### config.mk
export PLATFORM = sky130hd
export DESIGN_NAME = frame_capture_writer
export DESIGN_NICKNAME = d
export VERILOG_FILES = /design/src/rtl/cam_pkg.sv /design/src/rtl/cam_input_sync.sv /design/src/rtl/frame_capture_writer.sv
export SDC_FILE = /design/constraint.sdc
export NUM_CORES = 1
export LEC_CHECK = 0
export ABC_AREA = 1
export CAP_MARGIN = 10
export CORE_MARGIN = 8
export CORE_UTILIZATION = 30
export CTS_CLUSTER_DIAMETER = 150
export DETAILED_ROUTE_END_ITERATION = 10
export DONT_BUFFER_PORTS = 1
export PLACE_DENSITY = 0.56
export SLEW_MARGIN = 15
export SYNTH_ARGS = -nofsm -noshare
export SYNTH_HDL_FRONTEND = slang
export SYNTH_SLANG_ARGS = --single-unit
### constraint.sdc
create_clock -name clk -period 1.65 [get_ports clk]
set_clock_uncertainty 0.05 [all_clocks]
set_input_delay 0.0825 -clock clk [delete_from_list [all_inputs] [get_ports clk]]
set_output_delay 0.0825 -clock clk [all_outputs]
set_load 0.05 [all_outputs]
### src/rtl/cam_pkg.sv
// Shared camera / frame-buffer definitions used by the capture writer and the
// heading detector.
package cam_pkg;

    localparam int unsigned IMAGE_WIDTH_DFLT  = 320;
    localparam int unsigned IMAGE_HEIGHT_DFLT = 240;
    localparam int unsigned SYNC_STAGES_DFLT  = 2;
    localparam int unsigned CAM_BYTE_BITS     = 8;

    // One frame-buffer word, RGB444.
    typedef struct packed {
        logic [3:0] r;
        logic [3:0] g;
        logic [3:0] b;
    } pixel_t;

    typedef enum logic [1:0] {
        IDLE       = 2'd0,
        WAIT_START = 2'd1,
        ACTIVE     = 2'd2
    } capture_state_t;

endpackage

### src/rtl/cam_input_sync.sv
// Brings the asynchronous camera bus into the clk domain and produces
// single-cycle edge strobes for pclk rise, vsync fall and href fall.
module cam_input_sync
    import cam_pkg::*;
#(
    parameter int unsigned SYNC_STAGES = SYNC_STAGES_DFLT
) (
    input  logic                     i_clk,
    input  logic                     i_reset,
    input  logic                     i_cam_pclk,
    input  logic                     i_cam_vsync,
    input  logic                     i_cam_href,
    input  logic [CAM_BYTE_BITS-1:0] i_cam_data,
    output logic                     o_pclk_rise,
    output logic                     o_vsync,
    output logic                     o_vsync_fall,
    output logic                     o_href,
    output logic                     o_href_fall,
    output logic [CAM_BYTE_BITS-1:0] o_data
);

    logic [SYNC_STAGES-1:0]   r_pclk_sh;
    logic [SYNC_STAGES-1:0]   r_vsync_sh;
    logic [SYNC_STAGES-1:0]   r_href_sh;
    logic [CAM_BYTE_BITS-1:0] r_data_sh [SYNC_STAGES];

    logic r_pclk_d;
    logic r_vsync_d;
    logic r_href_d;
    logic r_pclk_rise;
    logic r_vsync_fall;
    logic r_href_fall;

    logic w_pclk;
    logic w_vsync;
    logic w_href;

    assign w_pclk  = r_pclk_sh[SYNC_STAGES-1];
    assign w_vsync = r_vsync_sh[SYNC_STAGES-1];
    assign w_href  = r_href_sh[SYNC_STAGES-1];

    // Data rides the same depth of pipeline as pclk so the byte stays aligned.
    always_ff @(posedge i_clk) begin
        if (i_reset) begin
            r_pclk_sh  <= '0;
            r_vsync_sh <= '0;
            r_href_sh  <= '0;
            for (int i = 0; i < int'(SYNC_STAGES); i++) begin
                r_data_sh[i] <= '0;
            end
        end else begin
            r_pclk_sh    <= {r_pclk_sh[SYNC_STAGES-2:0],  i_cam_pclk};
            r_vsync_sh   <= {r_vsync_sh[SYNC_STAGES-2:0], i_cam_vsync};
            r_href_sh    <= {r_href_sh[SYNC_STAGES-2:0],  i_cam_href};
            r_data_sh[0] <= i_cam_data;
            for (int i = 1; i < int'(SYNC_STAGES); i++) begin
                r_data_sh[i] <= r_data_sh[i-1];
            end
        end
    end

    always_ff @(posedge i_clk) begin
        if (i_reset) begin
            r_pclk_d     <= 1'b0;
            r_vsync_d    <= 1'b0;
            r_href_d     <= 1'b0;
            r_pclk_rise  <= 1'b0;
            r_vsync_fall <= 1'b0;
            r_href_fall  <= 1'b0;
        end else begin
            r_pclk_d     <= w_pclk;
            r_vsync_d    <= w_vsync;
            r_href_d     <= w_href;
            r_pclk_rise  <= w_pclk & ~r_pclk_d;
            r_vsync_fall <= ~w_vsync & r_vsync_d;
            r_href_fall  <= ~w_href & r_href_d;
        end
    end

    assign o_pclk_rise  = r_pclk_rise;
    assign o_vsync      = w_vsync;
    assign o_vsync_fall = r_vsync_fall;
    assign o_href       = w_href;
    assign o_href_fall  = r_href_fall;
    assign o_data       = r_data_sh[SYNC_STAGES-1];

endmodule

### src/rtl/frame_capture_writer.sv
// Camera-to-BRAM write side: pairs camera bytes into RGB444 pixels and writes
// them in raster order, flagging complete and aborted frames.
module frame_capture_writer
    import cam_pkg::*;
#(
    parameter int unsigned IMAGE_WIDTH  = IMAGE_WIDTH_DFLT,
    parameter int unsigned IMAGE_HEIGHT = IMAGE_HEIGHT_DFLT,
    parameter int unsigned ADDR_BITS    = $clog2(IMAGE_WIDTH * IMAGE_HEIGHT),
    parameter int unsigned SYNC_STAGES  = SYNC_STAGES_DFLT
) (
    input  logic                     clk,
    input  logic                     reset,
    input  logic                     cam_pclk,
    input  logic                     cam_vsync,
    input  logic                     cam_href,
    input  logic [CAM_BYTE_BITS-1:0] cam_data,
    output logic [ADDR_BITS-1:0]     wraddress,
    output logic [11:0]              wrdata,
    output logic                     wren,
    output logic                     frame_done,
    output logic                     short_frame,
    output logic [7:0]               frame_count
);

    localparam int unsigned TOTAL_PIXELS = IMAGE_WIDTH * IMAGE_HEIGHT;
    localparam logic [ADDR_BITS-1:0] LAST_ADDR = ADDR_BITS'(TOTAL_PIXELS - 1);

    logic                     w_pclk_rise;
    logic                     w_vsync;
    logic                     w_vsync_fall;
    logic                     w_href;
    logic                     w_href_fall;
    logic [CAM_BYTE_BITS-1:0] w_data;

    capture_state_t r_state;
    capture_state_t w_state_nxt;

    logic [ADDR_BITS-1:0] r_count;
    logic                 r_full;
    logic                 r_phase;
    logic [3:0]           r_red;
    logic [ADDR_BITS-1:0] r_wraddress;
    pixel_t               r_wrdata;
    logic                 r_wren;
    logic                 r_frame_done;
    logic                 r_short_frame;
    logic [7:0]           r_frame_count;

    logic w_sample;
    logic w_last;
    logic w_do_write;
    logic w_latch_r;
    logic w_done;
    logic w_short;
    logic w_clear;
    logic w_phase_clr;

    cam_input_sync #(
        .SYNC_STAGES (SYNC_STAGES)
    ) u_sync (
        .i_clk        (clk),
        .i_reset      (reset),
        .i_cam_pclk   (cam_pclk),
        .i_cam_vsync  (cam_vsync),
        .i_cam_href   (cam_href),
        .i_cam_data   (cam_data),
        .o_pclk_rise  (w_pclk_rise),
        .o_vsync      (w_vsync),
        .o_vsync_fall (w_vsync_fall),
        .o_href       (w_href),
        .o_href_fall  (w_href_fall),
        .o_data       (w_data)
    );

    assign w_sample = w_pclk_rise & w_href;
    // The final pixel write wins over a coincident vsync rise.
    assign w_last   = w_sample & r_phase & ~r_full & (r_count == LAST_ADDR);

    always_ff @(posedge clk) begin
        if (reset) begin
            r_state <= IDLE;
        end else begin
            r_state <= w_state_nxt;
        end
    end

    always_comb begin
        w_state_nxt = r_state;
        w_do_write  = 1'b0;
        w_latch_r   = 1'b0;
        w_done      = 1'b0;
        w_short     = 1'b0;
        w_clear     = 1'b0;
        w_phase_clr = 1'b0;
        case (r_state)
            IDLE: begin
                if (w_vsync) begin
                    w_state_nxt = WAIT_START;
                end
            end
            WAIT_START: begin
                if (w_vsync_fall) begin
                    w_clear     = 1'b1;
                    w_state_nxt = ACTIVE;
                end
            end
            ACTIVE: begin
                if (r_full) begin
                    w_done      = 1'b1;
                    w_state_nxt = WAIT_START;
                end else if (w_vsync && !w_last) begin
                    w_short     = 1'b1;
                    w_state_nxt = WAIT_START;
                end else begin
                    w_phase_clr = w_href_fall;
                    if (w_sample) begin
                        if (r_phase) begin
                            w_do_write = 1'b1;
                        end else begin
                            w_latch_r = 1'b1;
                        end
                    end
                end
            end
            default: begin
                w_state_nxt = IDLE;
            end
        endcase
    end

    // Byte assembly, pixel counter and output registers.
    always_ff @(posedge clk) begin
        if (reset) begin
            r_count       <= '0;
            r_full        <= 1'b0;
            r_phase       <= 1'b0;
            r_red         <= '0;
            r_wraddress   <= '0;
            r_wrdata      <= '0;
            r_wren        <= 1'b0;
            r_frame_done  <= 1'b0;
            r_short_frame <= 1'b0;
            r_frame_count <= '0;
        end else begin
            r_wren        <= w_do_write;
            r_frame_done  <= w_done;
            r_short_frame <= w_short;
            if (w_done) begin
                r_frame_count <= r_frame_count + 8'd1;
                r_full        <= 1'b0;
            end
            if (w_clear) begin
                r_count <= '0;
                r_phase <= 1'b0;
                r_full  <= 1'b0;
            end
            if (w_phase_clr) begin
                r_phase <= 1'b0;
            end
            if (w_latch_r) begin
                r_red   <= w_data[3:0];
                r_phase <= 1'b1;
            end
            if (w_do_write) begin
                r_wraddress <= r_count;
                r_wrdata    <= pixel_t'{r: r_red, g: w_data[7:4], b: w_data[3:0]};
                r_phase     <= 1'b0;
                // Counter parks on the last address; r_full marks the frame total.
                if (w_last) begin
                    r_full <= 1'b1;
                end else begin
                    r_count <= r_count + ADDR_BITS'(1);
                end
            end
        end
    end

    assign wraddress   = r_wraddress;
    assign wrdata      = r_wrdata;
    assign wren        = r_wren;
    assign frame_done  = r_frame_done;
    assign short_frame = r_short_frame;
    assign frame_count = r_frame_count;

endmodule

==> results of run 1 <==
## routing by layer
layer	track usage, %	share of wire (%)	vias up
met2	20.30	48	63
met4	3.566	0.96	0
li1	-	-	1781
met3	3.577	4.8	7
met1	14.31	46	1578
met5	0	0	-
## synth_stat cells, drive strengths merged (2+ instances only)
master	instances
xor2	10
nor2	69
buf	8
clkbuf	14
nor3	6
nand3	54
a21oi	10
ha	2
nand4	10
o21ai	28
nand3b	11
nand2	125
dfxtp	93
inv	61
## layout make-up
type	count	area [µm²]	area share, %
Clock buffer	9	225.2	4.314
Sequential cell	93	1866	35.74
Inverter	62	232.7	4.458
Clock inverter	7	91.34	1.750
Multi-Input combinational cell	330	1700	32.57
Timing Repair Buffer	103	889.6	17.04
Tap cell	172	215.2	4.123
## what timing repair did
| action | in CTS | in global routing |
|---|---|---|
| cloned | 0 | 1 |
| hold endpoints to repair | 60 | 0 |
| setup endpoints to repair | 24 | 49 |
| gates resized for setup | 1 | 40 |
| pin swaps | 0 | 2 |
| hold buffers | 14 | 0 |
| setup buffers | 0 | 1 |
## through the flow
step           area (µm²)  setup TNS, ps
2_1_floorplan        3809         -899.6
3_3_place_gp         4602              0
3_5_place_dp         4602         -18.45
4_1_cts              5074         -322.4
5_1_grt              5220          -4081
6_report             5220         -56.70
## how the worst max path moves through the flow
| stage | start | end | depth (start not counted) |
|---|---|---|---|
| 2_1_floorplan | r_count[1]$_SDFF_PP0_ | wraddress[12]$_SDFFE_PP0P_ | 12 |
| 3_3_place_gp | r_count[1]$_SDFF_PP0_ | r_count[13]$_SDFF_PP0_ | 11 |
| 3_5_place_dp | r_count[1]$_SDFF_PP0_ | wraddress[11]$_SDFFE_PP0P_ | 11 |
| 4_1_cts | r_count[1]$_SDFF_PP0_ | wraddress[11]$_SDFFE_PP0P_ | 11 |
| 5_1_grt | r_count[8]$_SDFF_PP0_ | wraddress[10]$_SDFFE_PP0P_ | 11 |
| 6_report | r_count[1]$_SDFF_PP0_ | r_count[14]$_SDFF_PP0_ | 12 |
## worst max-delay path, delay by kind of cell (launching register included)
| kind | cells | cell delay, ps |
|---|---|---|
| adder cells (fa/ha/maj) | 1 | 150 |
| flip-flops | 1 | 360 |
| buffers and inverters | 2 | 270 |
| AND/OR/NAND/NOR | 9 | 780 |
## placed cells by master, fill, tap and decap left out, types with 2 or more instances in the layout
| cell type | instances |
|---|---|
| xor2_1 | 10 |
| nand3_2 | 11 |
| buf_12 | 5 |
| inv_8 | 2 |
| nand4_1 | 9 |
| dlygate4sd3_1 | 13 |
| o21ai_0 | 16 |
| nor3_1 | 6 |
| nand3_1 | 42 |
| a21oi_1 | 10 |
| inv_2 | 3 |
| dfxtp_2 | 3 |
| nor2_2 | 3 |
| nand2_1 | 115 |
| inv_1 | 58 |
| buf_4 | 83 |
| nand2_2 | 6 |
| dfxtp_1 | 90 |
| nor2_1 | 62 |
| o21ai_1 | 11 |
| nor2_4 | 3 |
| clkbuf_16 | 10 |
| nand2_4 | 4 |
| nand3b_1 | 11 |
## state kept, by name, summed over array words and instances (netlist names), 2 cells and up
| register | flops |
|---|---|
| u_sync.r_vsync_sh | 2 |
| wrdata | 12 |
| u_sync.r_pclk_sh | 2 |
| r_state | 2 |
| u_sync.r_data_sh | 16 |
| frame_count | 8 |
| u_sync.r_href_sh | 2 |
| r_count | 17 |
| r_red | 4 |
| wraddress | 17 |
## power breakdown
part / leakage [µW] / internal [µW] / switching [µW]
clock network: 0.000157 / 1210 / 950
logic: 0.00149 / 52.4 / 71.7
registers: 0.000756 / 2280 / 13.2
total: 0.00240 / 3540 / 1040
## logic make-up (layout without fill, tap and decap cells)
| kind of cell | count (synthesis) | count (layout) | synth area share, % |
|---|---|---|---|
| AO/OA/AOI/OAI | 39 | 39 | 5.268 |
| XOR/XNOR | 11 | 11 | 2.551 |
| adder cells (fa/ha/maj) | 2 | 2 | 0.6626 |
| buffers and inverters | 84 | 181 | 8.913 |
| flip-flops | 93 | 93 | 49.30 |
| AND/OR/NAND/NOR | 278 | 278 | 33.30 |
==> results.toml, run 1 <==
[run_status]
outcome = "finished with violations"
violations = "negative setup slack"

[grt]
grt_pass1_vias = 3321
grt_pass1_wl_mm = 15.87
gr-total-overflow = 0
grt_use_total_pct = 12.01
grt_antenna_before_repair = 0
grt_max_degree = 35

[timing]
fin_crit_sh_pct = 101.2
whs_ps = 114.1
drv_slew = 0
worst_pin_slew_ps = 485.5
finalCriticalPeriod_ps = 1670
setup_viol = 8
maxSlewHeadroom_pct = 67.59
fmax_mhz = 598.9
hold_viol = 0
rsz0062_at_grt = "yes"
finalWorstSetupSlack_ps = -19.62

[pwr]
ir_drop_mv = 0.5581
p_leak_uw = 0.002403
power_uw = 4577
powerDensity_mw_per_mm2 = 876.8

[critical_path]
slowest_delay_ps = 360
crit_type = "register to register"
rr_startpoint = "r_count[1]$_SDFF_PP0_"
cp.arrival_ps = 1910
worst_path_max_delay_cell = "dfxtp_2"
cp-start-kind = "register"
path_cells = "ha_4, nand2_4, nor2_4, nand3_2, inv_2, nand2_4, nand2_4, nand3_4, nor2_8, clkbuf_16, nand2_1, nand2_1"
r2r_slack_ps = -20
end_kind = "register"
r2r-end = "r_count[14]$_SDFF_PP0_"
crit_fanout = 6
required_ps = 1890
path_common_cell = "nand2_4"
reg2reg_depth = 12

[final_layout]
fin_util_pct = 41.87
instances_no_fill = 776
fillers = 1264
syn_to_final_growth_pct = 38.24
fin_nets = 614
insertedDiodeCount = 0
drive_gt1_share_pct = 24.34

[synth]
ys_types = 31
synth_nets = 522
yosys_most_used_dff = "dfxtp_1"
ys_top_cells_by_area = "dfxtp_1 49%, nand2_1 12%, nand3_1 6.9%, nor2_1 6.4%, inv_1 5.8%"
synth_edf_count = 0
synth_seq_cells = 93
async_flop_share_pct = 0
netlist_instances = 507
synth.largest_area_cell = "dfxtp_1"
ys_seq_area_share_pct = 49.30
synth_top_area_share_pct = 49.30
synthesis.area_mm2 = 0.003776
syn_avg_cell_area_um2 = 7.448
yosys_warnings = 0

[place]
dp_hpwl_mm = 6.926
dp_cells = 744
routabilityCongestion = 0.8204
io_buffers = 0
dp_slack_ps = -9.804

[clock_network]
clk_path_buf_depth = 2
clk_pin_slew_ps = 70
cts_buffers = 9
tritoncts = "done"
cts.htree.levels = 3
clock_sinks = 93
insertion_delay_ps = 340
clockRootBuffer = "clkbuf_16"

[die]
fp.dieW_um = 128.2
die_area_mm2 = 0.01643
core.rowCount = 41
die_y_um = 128.2
start_util_pct = 30.29
ios = 53
core_mm2 = 0.01247

[job]
maxCapViolCount = 0

[drt]
postRouteAntennaNets = 0
drt-initial-drc-count = 197
wl_mm = 9.679
vias_per_cell = 4.419
drc_errors = 0
drtPass1Iterations = 5
vias = 3429
wl_per_cell_um = 12.47

[worst_hold_path]
min_from = "reset"
hold_depth = 4
hold_path_end = "u_sync.o_href_fall$_SDFF_PP0_"
hold_class = "primary input to register"
Power figures use the tool's default switching activity.
==> run 2, diff against run 1 <==
--- a/config.mk
+++ b/config.mk
@@ -5,7 +5,6 @@
 export SDC_FILE = /design/constraint.sdc
 export NUM_CORES = 1
 export LEC_CHECK = 0
-export ABC_AREA = 1
 export CAP_MARGIN = 10
 export CORE_MARGIN = 8
 export CORE_UTILIZATION = 30
==> run 2 against run 1 <==
Effect of this change: the flow still finishes with violations (negative setup slack); via count decreased by 11%; first-iteration DRC count decreased by 6.1%; sequential power about the same; critical path type unchanged.
==> results.toml, run 2 <==
[run_status]
outcome = "finished with violations"
violations = "negative setup slack"

[critical_path]
crit_fanout = 15
crit_type = "register to register"
r2r_slack_ps = -660
end_kind = "register"
r2r-end = "wraddress[14]$_SDFFE_PP0P_"
required_ps = 1840
reg2reg_depth = 6
cp.arrival_ps = 2500
cp-start-kind = "register"
rr_startpoint = "r_count[14]$_SDFF_PP0_"

[timing]
hold_viol = 0
finalCriticalPeriod_ps = 2312
setup_viol = 56
rsz0062_at_grt = "yes"
maxSlewHeadroom_pct = 59.91
finalWorstSetupSlack_ps = -661.6
drv_slew = 0
worst_pin_slew_ps = 600.1
fin_crit_sh_pct = 140.1
fmax_mhz = 432.6

[final_layout]
drive_gt1_share_pct = 33.48
instances_no_fill = 609
fin_util_pct = 44.26
fin_nets = 476
insertedDiodeCount = 0
syn_to_final_growth_pct = 43.32
final_cell_mix = "98 x buf_4, 92 x dfxtp_1, 28 x a22o_1, 26 x nor2b_1, 19 x nor2_1"
final_common_cell = "buf_4"

[clock_network]
tritoncts = "done"
clock_sinks = 93
clk_pin_slew_ps = 70
cts_buffers = 9
cts.htree.levels = 3
insertion_delay_ps = 350
clockRootBuffer = "clkbuf_16"
clk_path_buf_depth = 2

[grt]
grt_pass1_wl_mm = 15.26
grt_max_degree = 57
use_met2_pct = 19.58
grt_pass1_vias = 2951
gr-total-overflow = 0
grt_antenna_before_repair = 0
grt_use_met3_pct = 5.191
grt_busiest_layer = "met2"
grt_use_total_pct = 12.15
use_met1_pct = 14.03

[synth]
syn_avg_cell_area_um2 = 10.29
yosysMostFrequentCell = "dfxtp_1"
synth.largest_area_cell = "dfxtp_1"
synth_seq_cells = 93
ys_seq_area_share_pct = 52.58
synthesis.area_mm2 = 0.003541
synth_top_area_share_pct = 52.58
yosys_warnings = 0
synth_common_cells = "93 x dfxtp_1, 28 x a22o_1, 26 x nor2b_1"
synth_edf_count = 0
synth_nets = 359
netlist_instances = 344
yosys_most_used_dff = "dfxtp_1"
ys_top_cells_by_area = "dfxtp_1 53%, a22o_1 6.9%, nor2b_1 4.6%, o211ai_1 2.8%, a31oi_1 2.7%"
ys_types = 50
async_flop_share_pct = 0

[die]
die_y_um = 124.6
core_mm2 = 0.01147
fp.dieW_um = 124.6
start_util_pct = 30.88
ios = 53
core.rowCount = 39
die_area_mm2 = 0.01554

[place]
routabilityCongestion = 0.8200
dp_cells = 567
dp_hpwl_mm = 6.137
io_buffers = 0

[pwr]
ir_drop_mv = 0.7659
powerDensity_mw_per_mm2 = 904.0
p_leak_uw = 0.002008

[drt]
wl_per_cell_um = 15.85
drtPass1Iterations = 4
drc_errors = 0
vias_per_cell = 4.990
wl_mm = 9.651
drt-initial-drc-count = 185
postRouteAntennaNets = 0
vias = 3039

[worst_hold_path]
hold_path_end = "u_sync.r_vsync_d$_SDFF_PP0_"
hold_depth = 2
min_from = "reset"
hold_class = "primary input to register"

[job]
maxCapViolCount = 0
[run 2: worst max-delay path by stage]
| stage | startpoint | endpoint | slack (ps) |
|---|---|---|---|
| 2_1_floorplan | r_count[14]$_SDFF_PP0_ | wraddress[14]$_SDFFE_PP0P_ | -710 |
| 3_3_place_gp | r_count[14]$_SDFF_PP0_ | wraddress[14]$_SDFFE_PP0P_ | -650 |
| 3_5_place_dp | r_count[14]$_SDFF_PP0_ | wraddress[14]$_SDFFE_PP0P_ | -710 |
| 4_1_cts | r_count[14]$_SDFF_PP0_ | wraddress[14]$_SDFFE_PP0P_ | -670 |
| 5_1_grt | r_count[14]$_SDFF_PP0_ | r_count[4]$_SDFF_PP0_ | -700 |
| 6_report | r_count[14]$_SDFF_PP0_ | wraddress[14]$_SDFFE_PP0P_ | -660 |
[run 2: repair_timing]
action,4_1_cts,5_1_grt
pin swaps,4,5
hold buffers,13,0
hold endpoints to repair,66,0
setup endpoints to repair,56,56
resized for setup,18,10
gates cloned,2,1
setup buffers,8,4
[run 2: final cells by class]
| cell class | instances | area (µm²) |
|---|---|---|
| clock buffer | 9 | 225.2 |
| clock inverter | 7 | 78.83 |
| tap | 143 | 178.9 |
| multi-input combinational | 227 | 1639 |
| timing repair buffer | 123 | 1059 |
| inverter | 7 | 31.28 |
| sequential | 93 | 1863 |
| fill | 1055 | 6392 |
[run 2: per-stage QoR]
stage                     TNS [ps]  hold slack [ps]  setup WS, ps  total power, µW  area [µm²]
after floorplan             -33190            160.7        -705.1             2430        3580
after global placement      -30750            120.2        -647.8             2444        4387
after detailed placement    -34090            118.7        -714.3             2448        4387
after CTS                   -34040            9.529        -674.4             4652        4989
after global routing        -36020            16.57        -702.1             4789        5075
final                       -32760            16.03        -661.6             4588        5075
[run 2: logic make-up after synthesis]
kind of cell,after synthesis,synth area share [%]
xor gates and xnor gates,7,1.731
and+or+nand+nor,130,21.70
DFF,93,52.58
adders and majority gates,2,0.7066
AOI/OAI and AO/OA,82,17.60
buffers and inverters,26,4.558
muxes,4,1.131
[run 2: routing by layer]
layer | vias up | share of wire (%)
li1 | 1494 | -
met1 | 1453 | 43
met2 | 80 | 47
met3 | 12 | 7.7
met4 | 0 | 1.8
met5 | - | 0
[run 2: critical path, cell delays in order (launching register included)]
cell	delay (ps)
dfxtp_2	330
or4b_4	530
or4_4	560
o21ai_4	180
buf_6	140
a21oi_4	160
a22o_2	250
[run 2: where the power goes]
group	leakage (µW)	total, µW	internal (µW)	switching, µW
combinational	0.00111	191	97.6	93.0
clock	0.000144	2110	1190	917
sequential	0.000755	2290	2280	11.4
total	0.00201	4590	3570	1020
